==> src/rtl/button_conditioner.sv <==
// Push-button conditioner: two-flop synchronizer feeding a four-state debounce FSM.
// Produces a registered debounced level, its complement and one-cycle edge pulses.
module button_conditioner #(
    parameter int unsigned STABLE_COUNT = 4
) (
    input  logic CLK,
    input  logic RESET_N,
    input  logic BTN,
    output logic LEVEL,
    output logic NotLEVEL,
    output logic RISE,
    output logic FALL
);

    typedef enum logic [1:0] {
        LowStable,
        RiseCheck,
        HighStable,
        FallCheck
    } state_t;

    localparam logic [7:0] LastCnt = 8'(STABLE_COUNT - 1);

    logic       r_sync1;
    logic       r_sync2;
    state_t     r_state;
    logic [7:0] r_cnt;
    logic       r_level;
    logic       r_rise;
    logic       r_fall;

    state_t     w_state_next;
    logic [7:0] w_cnt_next;
    logic       w_level_next;
    logic       w_rise_next;
    logic       w_fall_next;

    always_ff @(posedge CLK) begin
        if (!RESET_N) begin
            r_sync1 <= 1'b0;
            r_sync2 <= 1'b0;
            r_state <= LowStable;
            r_cnt   <= 8'd0;
            r_level <= 1'b0;
            r_rise  <= 1'b0;
            r_fall  <= 1'b0;
        end else begin
            r_sync1 <= BTN;
            r_sync2 <= r_sync1;
            r_state <= w_state_next;
            r_cnt   <= w_cnt_next;
            r_level <= w_level_next;
            r_rise  <= w_rise_next;
            r_fall  <= w_fall_next;
        end
    end

    always_comb begin
        w_state_next = r_state;
        w_cnt_next   = r_cnt;
        w_level_next = r_level;
        w_rise_next  = 1'b0;
        w_fall_next  = 1'b0;
        unique case (r_state)
            LowStable: begin
                if (r_sync2) begin
                    w_state_next = RiseCheck;
                    w_cnt_next   = 8'd1;
                end else begin
                    w_cnt_next   = 8'd0;
                end
            end
            RiseCheck: begin
                if (!r_sync2) begin
                    w_state_next = LowStable;
                    w_cnt_next   = 8'd0;
                end else if (r_cnt >= LastCnt) begin
                    w_state_next = HighStable;
                    w_cnt_next   = 8'd0;
                    w_level_next = 1'b1;
                    w_rise_next  = 1'b1;
                end else begin
                    w_cnt_next   = r_cnt + 8'd1;
                end
            end
            HighStable: begin
                if (!r_sync2) begin
                    w_state_next = FallCheck;
                    w_cnt_next   = 8'd1;
                end else begin
                    w_cnt_next   = 8'd0;
                end
            end
            FallCheck: begin
                if (r_sync2) begin
                    w_state_next = HighStable;
                    w_cnt_next   = 8'd0;
                end else if (r_cnt >= LastCnt) begin
                    w_state_next = LowStable;
                    w_cnt_next   = 8'd0;
                    w_level_next = 1'b0;
                    w_fall_next  = 1'b1;
                end else begin
                    w_cnt_next   = r_cnt + 8'd1;
                end
            end
            default: begin
                w_state_next = LowStable;
                w_cnt_next   = 8'd0;
            end
        endcase
    end

    assign LEVEL    = r_level;
    assign NotLEVEL = ~r_level;
    assign RISE     = r_rise;
    assign FALL     = r_fall;

endmodule

==> config.mk <==
export PLATFORM = sky130hd
export DESIGN_NAME = button_conditioner
export DESIGN_NICKNAME = d
export VERILOG_FILES = /design/src/rtl/button_conditioner.sv
export SDC_FILE = /design/constraint.sdc
export NUM_CORES = 1
export LEC_CHECK = 0
export ABC_AREA = 1
export BUFFER_PORTS_ARGS = -buffer_cell sky130_fd_sc_hd__buf_2
export CAP_MARGIN = 20
export CORE_AREA = 5 5 42 44
export DETAILED_ROUTE_END_ITERATION = 12
export DIE_AREA = 0 0 47 49
export PLACE_DENSITY = 0.54
export SLEW_MARGIN = 0
export SYNTH_ARGS = -nofsm -noshare
export SYNTH_HDL_FRONTEND = slang
export SYNTH_SLANG_ARGS = --single-unit
==> constraint.sdc <==
create_clock -name CLK -period 2.8 [get_ports CLK]
set_input_delay 0.56 -clock CLK [delete_from_list [all_inputs] [get_ports CLK]]
set_output_delay 0.56 -clock CLK [all_outputs]
set_load 0.02 [all_outputs]
==> impl_metrics.toml, run 1 <==
[run_status]
run_status = "finished, final reports clean"

[sta]
fin_skew_ns = 0.004971
grt_setup_unrepaired = "false"
hold_ws_ns = 0.4167
slew_violations = 0
finalCritPeriodShare_pct = 48.89
maxClockFrequency_ghz = 0.7305
final-setup-viol-count = 0
setup_total_negative_slack_ns = 0
final.min_clock_period_ns = 1.369
final-hold-violation-count = 0
worst_slack_ns = 1.431

[finish]
multi_input_area_sq_um = 170.2
number_of_diodes_added_for_antenna_fixing = 0
layout.cell_area.non_filler_sq_um = 574.3
post_layout_nonfiller_instances = 85
layout-area-overhead-vs-synth_pct = 20.16
layout.area.seq_sq_um = 300.3
finalCoreUtilization_pct = 40.98
layout.nets = 74
final.fill_count = 151
drive_gt1_share_pct = 18.84

[route]
vias = 344
vias_per_cell = 4.047
antenna_left = 0
drt-total-wl_um = 586
detailedRoute.firstIterationViolations = 2
drt_first_pass_iters = 4
drt-wirelength-per-cell_um = 6.894
drc = 0

[placement]
dp_hpwl_um = 466.4
dpl_worst_slack_ns = 1.659
gpl.final_weighted_congestion = 0.7360
place.detailed.instances = 81
post_dp_cell_area_sq_um = 546.8
port-buffer-count = 6

[die]
initial_core_util_pct = 34.11
core_area_sq_mm = 0.001401
placementRows = 14
die_w_um = 47
io_pins = 7
fp.dieArea_sq_mm = 0.002303
die-height_um = 49

[logic_synthesis]
syn_avg_cell_area_sq_um = 8.851
synth.ff_latch_count = 15
ys.warnings.count = 0
synth_cells = 54
seq_area_frac_synth_pct = 62.83
netlist_area_sq_um = 478.0
netlist-cell-type-count = 15

[power]
power.total_uw = 358.5
power_per_cell_area_mw_per_mm2 = 624.2
peakVddDrop_mv = 0.3147
power_leakage_nw = 0.2633

[clock_network]
numClockSinks = 15
cts_tree = "done"
clk_transition_reported_paths_ns = 0.08
cts.htree.levels = 1
clk-insertion-delay-late_ns = 0.27
tritoncts.num_buffers = 3
master_cell_of_the_clock_root_buffer = "sky130_fd_sc_hd__clkbuf_4"
cts_buffer_depth = 2
post_cts.resized_instances = 0
cts_hold_repair.buffers = 0
cts_setup_buffers = 0

[critical_path]
worstPathMaxFanout = 3
critical_path.slowest_cell = "sky130_fd_sc_hd__dfxtp_1"
timing.critical_path.to_type = "output port"
startpoint_type = "flop"
critical_path_arrival_ns = 0.81
path_cells = "inv_1 -> buf_2"
cp.required_ns = 2.24
critical_path_buf_inv_count = 2
timing.setup.critical_path_class = "reg -> out"
cpPeakStageDelay_ns = 0.35
cell_type_group_with_the_largest_total_delay_on_the_critical_path = "flip-flops"

[hold_path]
timing.hold.worst.class = "reg -> reg"

[global_routing]
grt_pass1_wl_mm = 1.090
pin_count_of_the_biggest_net_entering_global_routing = 10
first_global_vias = 301
grt_overflow_total = 0
grtUsageTotal_pct = 6.728
antenna_found_initial = 0

[run]
cap_viol_max_count = 0
==> logic make-up (layout without fill, tap and decap cells) <==
group	after synthesis	in the layout	synth area share (%)
and+or+nand+nor	25	25	22.51
buffers and inverters	7	17	5.496
AOI/OAI and AO/OA	5	5	5.758
adders and majority gates	1	1	2.617
DFF	15	15	62.83
other	1	6	0.7846
==> final cells by class <==
cell class              instances  area share, %
well taps                      16          3.486
flip-flops and latches         15          52.29
inverters                       7          4.575
clock inverters                 1         0.8715
clock buffers                   3          3.922
repair buffers                  6          5.229
multi-input cells              37          29.63
==> metal layers <==
layer / global-route usage [%] / vias to the layer above / share of wire (%)
met5: 0 / - / 0
met4: 5.530 / 0 / 0.85
met3: 2.214 / 2 / 6.0
met2: 9.276 / 5 / 45
met1: 8.054 / 146 / 48
li1: - / 191 / -
==> where the power goes <==
part | switching [mW] | leakage, nW | internal [mW] | total (mW)
registers | 0.00395 | 0.124 | 0.222 | 0.226
logic | 0.0102 | 0.122 | 0.00637 | 0.0166
clock network | 0.0632 | 0.0177 | 0.0529 | 0.116
==> worst paths after layout <==
path / startpoint / endpoint / slack [ns] / cells past startpoint
max: LEVEL$_SDFFE_PN0P_ / NotLEVEL / 1.43 / 2
min: r_sync1$_SDFF_PN0_ / r_sync2$_SDFF_PN0_ / 0.42 / 2
max reg2reg: r_cnt[0]$_SDFF_PN0_ / flop / 1.67 / 7
min reg2reg: r_sync1$_SDFF_PN0_ / r_sync2$_SDFF_PN0_ / 0.42 / 2
==> sequential cells by signal, indices dropped and copies added (netlist names), named ones only <==
name / flops
r_cnt: 8
r_sync2: 1
r_state: 1
RISE: 1
r_sync1: 1
FALL: 1
LEVEL: 1
==> placed cells by master (no fill, tap or decap), drive strengths merged <==
cell     n
a211oi   1
clkbuf   3
dfxtp   15
nand2   11
inv      7
clkinv   1
buf      6
nor2     9
o21ai    3
nand3    3
nor3     1
ha       1
conb     6
a21oi    1
nor3b    1
==> Yosys cell counts <==
library cell / n / area share (%)
sky130_fd_sc_hd__nand3_1: 3 / 3.1
sky130_fd_sc_hd__inv_1: 6 / 4.7
sky130_fd_sc_hd__a21oi_1: 1 / 1.0
sky130_fd_sc_hd__nor2_2: 1 / 1.3
sky130_fd_sc_hd__nor3_1: 1 / 1.0
sky130_fd_sc_hd__nand2_2: 1 / 1.3
sky130_fd_sc_hd__dfxtp_1: 15 / 63
sky130_fd_sc_hd__nor2_1: 8 / 6.3
sky130_fd_sc_hd__o21ai_0: 3 / 3.1
sky130_fd_sc_hd__ha_1: 1 / 2.6
sky130_fd_sc_hd__nor3b_1: 1 / 1.6
sky130_fd_sc_hd__nand2_1: 10 / 7.9
sky130_fd_sc_hd__a211oi_1: 1 / 1.6
sky130_fd_sc_hd__conb_1: 1 / 0.78
sky130_fd_sc_hd__inv_2: 1 / 0.78
==> worst reg2reg max path: stages (launching register included) <==
cell and delay [ns]:
sky130_fd_sc_hd__dfxtp_1 0.32, sky130_fd_sc_hd__ha_1 0.19, sky130_fd_sc_hd__inv_1 0.05, sky130_fd_sc_hd__nand2_1 0.05
sky130_fd_sc_hd__nor2_1 0.16, sky130_fd_sc_hd__nand2_2 0.09, sky130_fd_sc_hd__a21oi_1 0.12, sky130_fd_sc_hd__nor2_1 0.05
No activity file was read; power rests on OpenSTA's default activity.
==> run 2: changes to the inputs <==
--- a/config.mk
+++ b/config.mk
@@ -11,7 +11,7 @@
 export CORE_AREA = 5 5 42 44
 export DETAILED_ROUTE_END_ITERATION = 12
 export DIE_AREA = 0 0 47 49
-export PLACE_DENSITY = 0.54
+export PLACE_DENSITY = 0.56
 export SLEW_MARGIN = 0
 export SYNTH_ARGS = -nofsm -noshare
 export SYNTH_HDL_FRONTEND = slang
==> constraint.sdc (replaced) <==
create_clock -name CLK -period 1.2 [get_ports CLK]
set_input_delay 0.24 -clock CLK [delete_from_list [all_inputs] [get_ports CLK]]
set_output_delay 0.24 -clock CLK [all_outputs]
set_load 0.02 [all_outputs]
==> impl_metrics.toml, run 2 (synthesis gave the netlist of run 1 again) <==
[route]
drt-total-wl_um = 681
antenna_left = 0
met2_wire_length_um = 319
drt_first_pass_iters = 2
drc = 0
detailroute.wirelength.met3_um = 27
top_layer_reached_by_signal_wires = "met4"
detailedRoute.firstIterationViolations = 2
vias = 355
drt-wirelength-per-cell_um = 7.919
routedLengthMet1_um = 296
vias_per_cell = 4.128

[power]
power_leakage_nw = 0.2711
power_per_cell_area_mw_per_mm2 = 1398
share_of_total_power_in_combinational_logic_pct = 5.5
peakVddDrop_mv = 0.8606
share_seq_of_total_power_pct = 62.4
power_switching_uw = 187.5
switching_share_pct = 22.10
power.internal_uw = 660.9
power.total_uw = 848.4
share_clk_of_total_power_pct = 32.0

[sta]
final-hold-violation-count = 0
slew_violations = 0
fin_skew_ns = 0.008617
finalCritPeriodShare_pct = 91.16
final-setup-viol-count = 0
grt_setup_unrepaired = "false"
setup_total_negative_slack_ns = 0
final.min_clock_period_ns = 1.094
maxClockFrequency_ghz = 0.9141
worst_slack_ns = 0.1061

[placement]
port-buffer-count = 6
post_dp_cell_area_sq_um = 546.8
dpl_worst_slack_ns = 0.02456
gpl.final_weighted_congestion = 0.7864
dp_hpwl_um = 508.5

[critical_path]
crit_path_frequent_cell = "sky130_fd_sc_hd__nand2_2"
timing.setup.critical_path_class = "reg -> reg"
critical_path.slowest_cell = "sky130_fd_sc_hd__dfxtp_2"
critical_path_arrival_ns = 1.28
path_cells = "ha_1 -> inv_1 -> nand2_2 -> nor2_4 -> nand2_2 -> a21oi_2 -> nor2_1"
startpoint_type = "flop"
cpPeakStageDelay_ns = 0.33
cp.required_ns = 1.38
worstPathMaxFanout = 3
timing.critical_path.to_type = "flop"

[clock_network]
cts_tree = "done"
tritoncts.num_buffers = 3
master_cell_of_the_clock_root_buffer = "sky130_fd_sc_hd__clkbuf_4"
cts_hold_repair.buffers = 0
cts.htree.levels = 1
clk_transition_reported_paths_ns = 0.09
numClockSinks = 15
clk-insertion-delay-late_ns = 0.28
cts_buffer_depth = 2

[die]
placementRows = 14
io_pins = 7
initial_core_util_pct = 34.11
core_area_sq_mm = 0.001401
fp.dieArea_sq_mm = 0.002303
die_w_um = 47
die-height_um = 49

[finish]
drive_gt1_share_pct = 31.43
layout.cells.most_common = "sky130_fd_sc_hd__dfxtp_1"
layout.cell_area.non_filler_sq_um = 606.8
layout-area-overhead-vs-synth_pct = 26.96
top_register = "r_cnt"
flip_flop_count_of_the_largest_register_after_layout = 8
number_of_diodes_added_for_antenna_fixing = 0
finalCoreUtilization_pct = 43.30
layout.cells.most_common_list = "sky130_fd_sc_hd__dfxtp_1 (12), sky130_fd_sc_hd__nand2_1 (9)"
layout.nets = 75

[global_routing]
antenna_found_initial = 0
pin_count_of_the_biggest_net_entering_global_routing = 10
grt_pass1_wl_mm = 1.228
grtUsageTotal_pct = 8.068
grt_overflow_total = 0
first_global_vias = 324

[hold_path]
timing.hold.worst.class = "in -> reg"

[run_status]
run_status = "finished, final reports clean"

[run]
cap_viol_max_count = 0
run 2: power groups by stage:
stage / combinational (mW) / clock, mW / sequential (mW)
floorplan: 0.0277 / 0 / 0.538
global placement: 0.0389 / 0 / 0.539
detailed placement: 0.0394 / 0 / 0.540
CTS: 0.0396 / 0.282 / 0.528
global route: 0.0549 / 0.307 / 0.532
finish: 0.0468 / 0.272 / 0.530
run 2: timing repair:
item | in CTS | in global routing
setup buffers | 0 | 1
resized for setup | 0 | 10
setup endpoints to repair | 0 | 6
run 2: path summary, 6_finish.rpt:
kind,startpoint,end,slack [ns],depth (start not counted)
min,BTN,r_sync1$_SDFF_PN0_,0.14,3
max reg2reg,r_cnt[0]$_SDFF_PN0_,flop,0.11,7
max,r_cnt[0]$_SDFF_PN0_,flop,0.11,7
min reg2reg,r_sync1$_SDFF_PN0_,r_sync2$_SDFF_PN0_,0.42,2
run 2: cell type report:
class                   instances  area (sq um)
well taps                      16         20.02
clock inverters                 1         5.005
inverters                       7         26.28
multi-input cells              37         191.4
clock buffers                   3         22.52
fillers                       152         794.5
repair buffers                  7         37.54
flip-flops and latches         15         304.0
run 2: stage by stage:
| step | hold slack, ns | instances |
|---|---|---|
| 2_1_floorplan | 0.3335 | 59 |
| 3_3_place_gp | 0.3971 | 81 |
| 3_5_place_dp | 0.4075 | 81 |
| 4_1_cts | 0.1304 | 85 |
| 5_1_grt | 0.1578 | 86 |
| 6_report | 0.1352 | 86 |
run 2: metal layers:
| layer | global-route usage (%) | vias to the layer above |
|---|---|---|
| met3 | 2.214 | 4 |
| met1 | 8.482 | 150 |
| met2 | 11.09 | 5 |
| met5 | 0 | - |
| li1 | - | 196 |
| met4 | 9.677 | 0 |
run 2: critical path, delay by kind of cell, from the launching register on:
family	cells	cell delay [ns]
flip-flops	1	0.33
adder cells (fa/ha/maj)	1	0.18
buffers and inverters	1	0.06
AO/OA/AOI/OAI	1	0.13
AND/OR/NAND/NOR	4	0.30
==> run 3: changes to the inputs <==
--- a/config.mk
+++ b/config.mk
@@ -5,13 +5,13 @@
 export SDC_FILE = /design/constraint.sdc
 export NUM_CORES = 1
 export LEC_CHECK = 0
-export ABC_AREA = 1
 export BUFFER_PORTS_ARGS = -buffer_cell sky130_fd_sc_hd__buf_2
 export CAP_MARGIN = 20
 export CORE_AREA = 5 5 42 44
 export DETAILED_ROUTE_END_ITERATION = 12
 export DIE_AREA = 0 0 47 49
-export PLACE_DENSITY = 0.56
+export GPL_ROUTABILITY_DRIVEN = 1
+export PLACE_DENSITY = 0.57
 export SLEW_MARGIN = 0
 export SYNTH_ARGS = -nofsm -noshare
 export SYNTH_HDL_FRONTEND = slang
==> impl_metrics.toml, run 3 <==
[run_status]
run_status = "finished, final reports clean"

[logic_synthesis]
synth_enable_flop_cells = 0
synth_area_leaders = "sky130_fd_sc_hd__dfxtp_1 (62%), sky130_fd_sc_hd__nand2_1 (4.7%), sky130_fd_sc_hd__nor4_4 (4.4%), sky130_fd_sc_hd__a21oi_1 (3.1%), sky130_fd_sc_hd__nand3b_1 (3.1%)"
netlist-cell-type-count = 18
synth.ff_latch_count = 15
synth_top_area_cell = "sky130_fd_sc_hd__dfxtp_1"
synth.top_cells.by_count = "sky130_fd_sc_hd__dfxtp_1 (15), sky130_fd_sc_hd__nand2_1 (6), sky130_fd_sc_hd__a21oi_1 (3), sky130_fd_sc_hd__and2_1 (2), sky130_fd_sc_hd__nand3b_1 (2)"
seq_area_frac_synth_pct = 62.34
synth_cells = 41
ys.warnings.count = 0
synth_most_common_cell = "sky130_fd_sc_hd__dfxtp_1"
synth-async-reset-ratio_pct = 0
main_flop_type_after_synthesis = "sky130_fd_sc_hd__dfxtp_1"
netlist_area_sq_um = 481.7
yosysTopAreaCellShare_pct = 62.34
syn_avg_cell_area_sq_um = 11.75

[route]
antenna_left = 0
vias = 302
detailedRoute.firstIterationViolations = 5
drt_first_pass_iters = 4
drt-total-wl_um = 639
vias_per_cell = 4.081
drc = 0
drt-wirelength-per-cell_um = 8.635

[critical_path]
cp.required_ns = 1.38
cpPeakStageDelay_ns = 0.41
path_cells = "nor4_4 -> a21oi_1 -> o21bai_1"
timing.setup.critical_path_class = "reg -> reg"
timing.critical_path.to_type = "flop"
critical_path.slowest_cell = "sky130_fd_sc_hd__nor4_4"
startpoint_type = "flop"
critical_path_arrival_ns = 1.32
worstPathMaxFanout = 5

[finish]
layout.nets = 63
multi_input_area_sq_um = 203.9
drive_gt1_share_pct = 25.86
final.fill_count = 141
post_layout_nonfiller_instances = 74
top_register = "r_cnt"
layout.cells.most_common_list = "sky130_fd_sc_hd__dfxtp_1 (14), sky130_fd_sc_hd__nand2_1 (6), sky130_fd_sc_hd__buf_2 (6), sky130_fd_sc_hd__conb_1 (6)"
number_of_diodes_added_for_antenna_fixing = 0
finalCoreUtilization_pct = 42.86
layout.cells.most_common = "sky130_fd_sc_hd__dfxtp_1"
layout.area.seq_sq_um = 301.5
flip_flop_count_of_the_largest_register_after_layout = 8
layout-area-overhead-vs-synth_pct = 24.68
layout.cell_area.non_filler_sq_um = 600.6

[clock_network]
cts_buffer_depth = 2
numClockSinks = 15
cts_setup_buffers = 0
tritoncts.num_buffers = 3
cts_tree = "done"
clk_transition_reported_paths_ns = 0.09
master_cell_of_the_clock_root_buffer = "sky130_fd_sc_hd__clkbuf_4"
cts.htree.levels = 1
cts_hold_repair.buffers = 0
clk-insertion-delay-late_ns = 0.28

[placement]
gpl.final_weighted_congestion = 0.7446
post_dp_cell_area_sq_um = 565.5
dpl_worst_slack_ns = 0.05060
port-buffer-count = 6
place.detailed.instances = 70

[sta]
final-setup-viol-count = 0
maxClockFrequency_ghz = 0.8761
setup_total_negative_slack_ns = 0
slew_violations = 0
hold_ws_ns = 0.1699
final.min_clock_period_ns = 1.141
worst_slack_ns = 0.05851
fin_skew_ns = 0.007735
finalCritPeriodShare_pct = 95.12
final-hold-violation-count = 0

[global_routing]
grt_overflow_total = 0
first_global_vias = 261
pin_count_of_the_biggest_net_entering_global_routing = 9
grt_pass1_wl_mm = 1.055
grtUsageTotal_pct = 6.525
antenna_found_initial = 0

[die]
initial_core_util_pct = 34.38
io_pins = 7
die-height_um = 49
placementRows = 14
core_area_sq_mm = 0.001401
fp.dieArea_sq_mm = 0.002303
die_w_um = 47

[power]
power.total_uw = 833.4
peakVddDrop_mv = 0.8982
power_per_cell_area_mw_per_mm2 = 1388
power_leakage_nw = 0.2572

[run]
cap_viol_max_count = 0

[hold_path]
timing.hold.worst.class = "in -> reg"
[run 3: critical path, delay by kind of cell, from the launching register on]
family           cells  cell delay, ns
AND/OR/NAND/NOR      1            0.41
flip-flops           1            0.33
AO/OA/AOI/OAI        2            0.31
[run 3: layout make-up]
type | instances | area share (%)
Clock buffer | 4 | 4.375
Inverter | 1 | 0.6250
Multi-Input combinational cell | 30 | 33.96
Sequential cell | 15 | 50.21
Tap cell | 16 | 3.333
Timing Repair Buffer | 8 | 7.500
[run 3: logic make-up (layout without fill, tap and decap cells)]
group                      after synthesis  in the layout  synth area share [%]
muxes                                    1              1                 2.078
AOI/OAI and AO/OA                        5              5                 7.012
xor gates and xnor gates                 1              1                 1.819
adders and majority gates                1              1                 2.597
buffers and inverters                    1             13                0.7785
DFF                                     15             15                 62.34
other                                    1              6                0.7785
and+or+nand+nor                         16             16                 22.59
[run 3: report_power, final]
group	switching (mW)	internal (mW)	leakage, nW
logic	0.0157	0.0156	0.118
registers	0.0114	0.514	0.124
clock network	0.148	0.129	0.0150
[run 3: final timing paths]
check | start | endpoint | slack, ns | depth (start not counted)
max | r_cnt[6]$_SDFF_PN0_ | LEVEL$_SDFFE_PN0P_ | 0.06 | 3
min | BTN | r_sync1$_SDFF_PN0_ | 0.17 | 2
max reg2reg | r_cnt[6]$_SDFF_PN0_ | LEVEL$_SDFFE_PN0P_ | 0.06 | 3
min reg2reg | r_sync1$_SDFF_PN0_ | r_sync2$_SDFF_PN0_ | 0.45 | 1
[run 3: repair_timing]
item	CTS	global route
resized for setup	0	2
hold endpoints to repair	0	0
endpoints found under the setup margin	0	2
[run 3: per-layer routing]
layer	global-route usage, %	up-vias	wire length, um
met5	0	-	0
met4	4.147	0	0
met3	4.428	0	34
met2	8.597	4	267
met1	7.416	130	337
li1	-	168	-
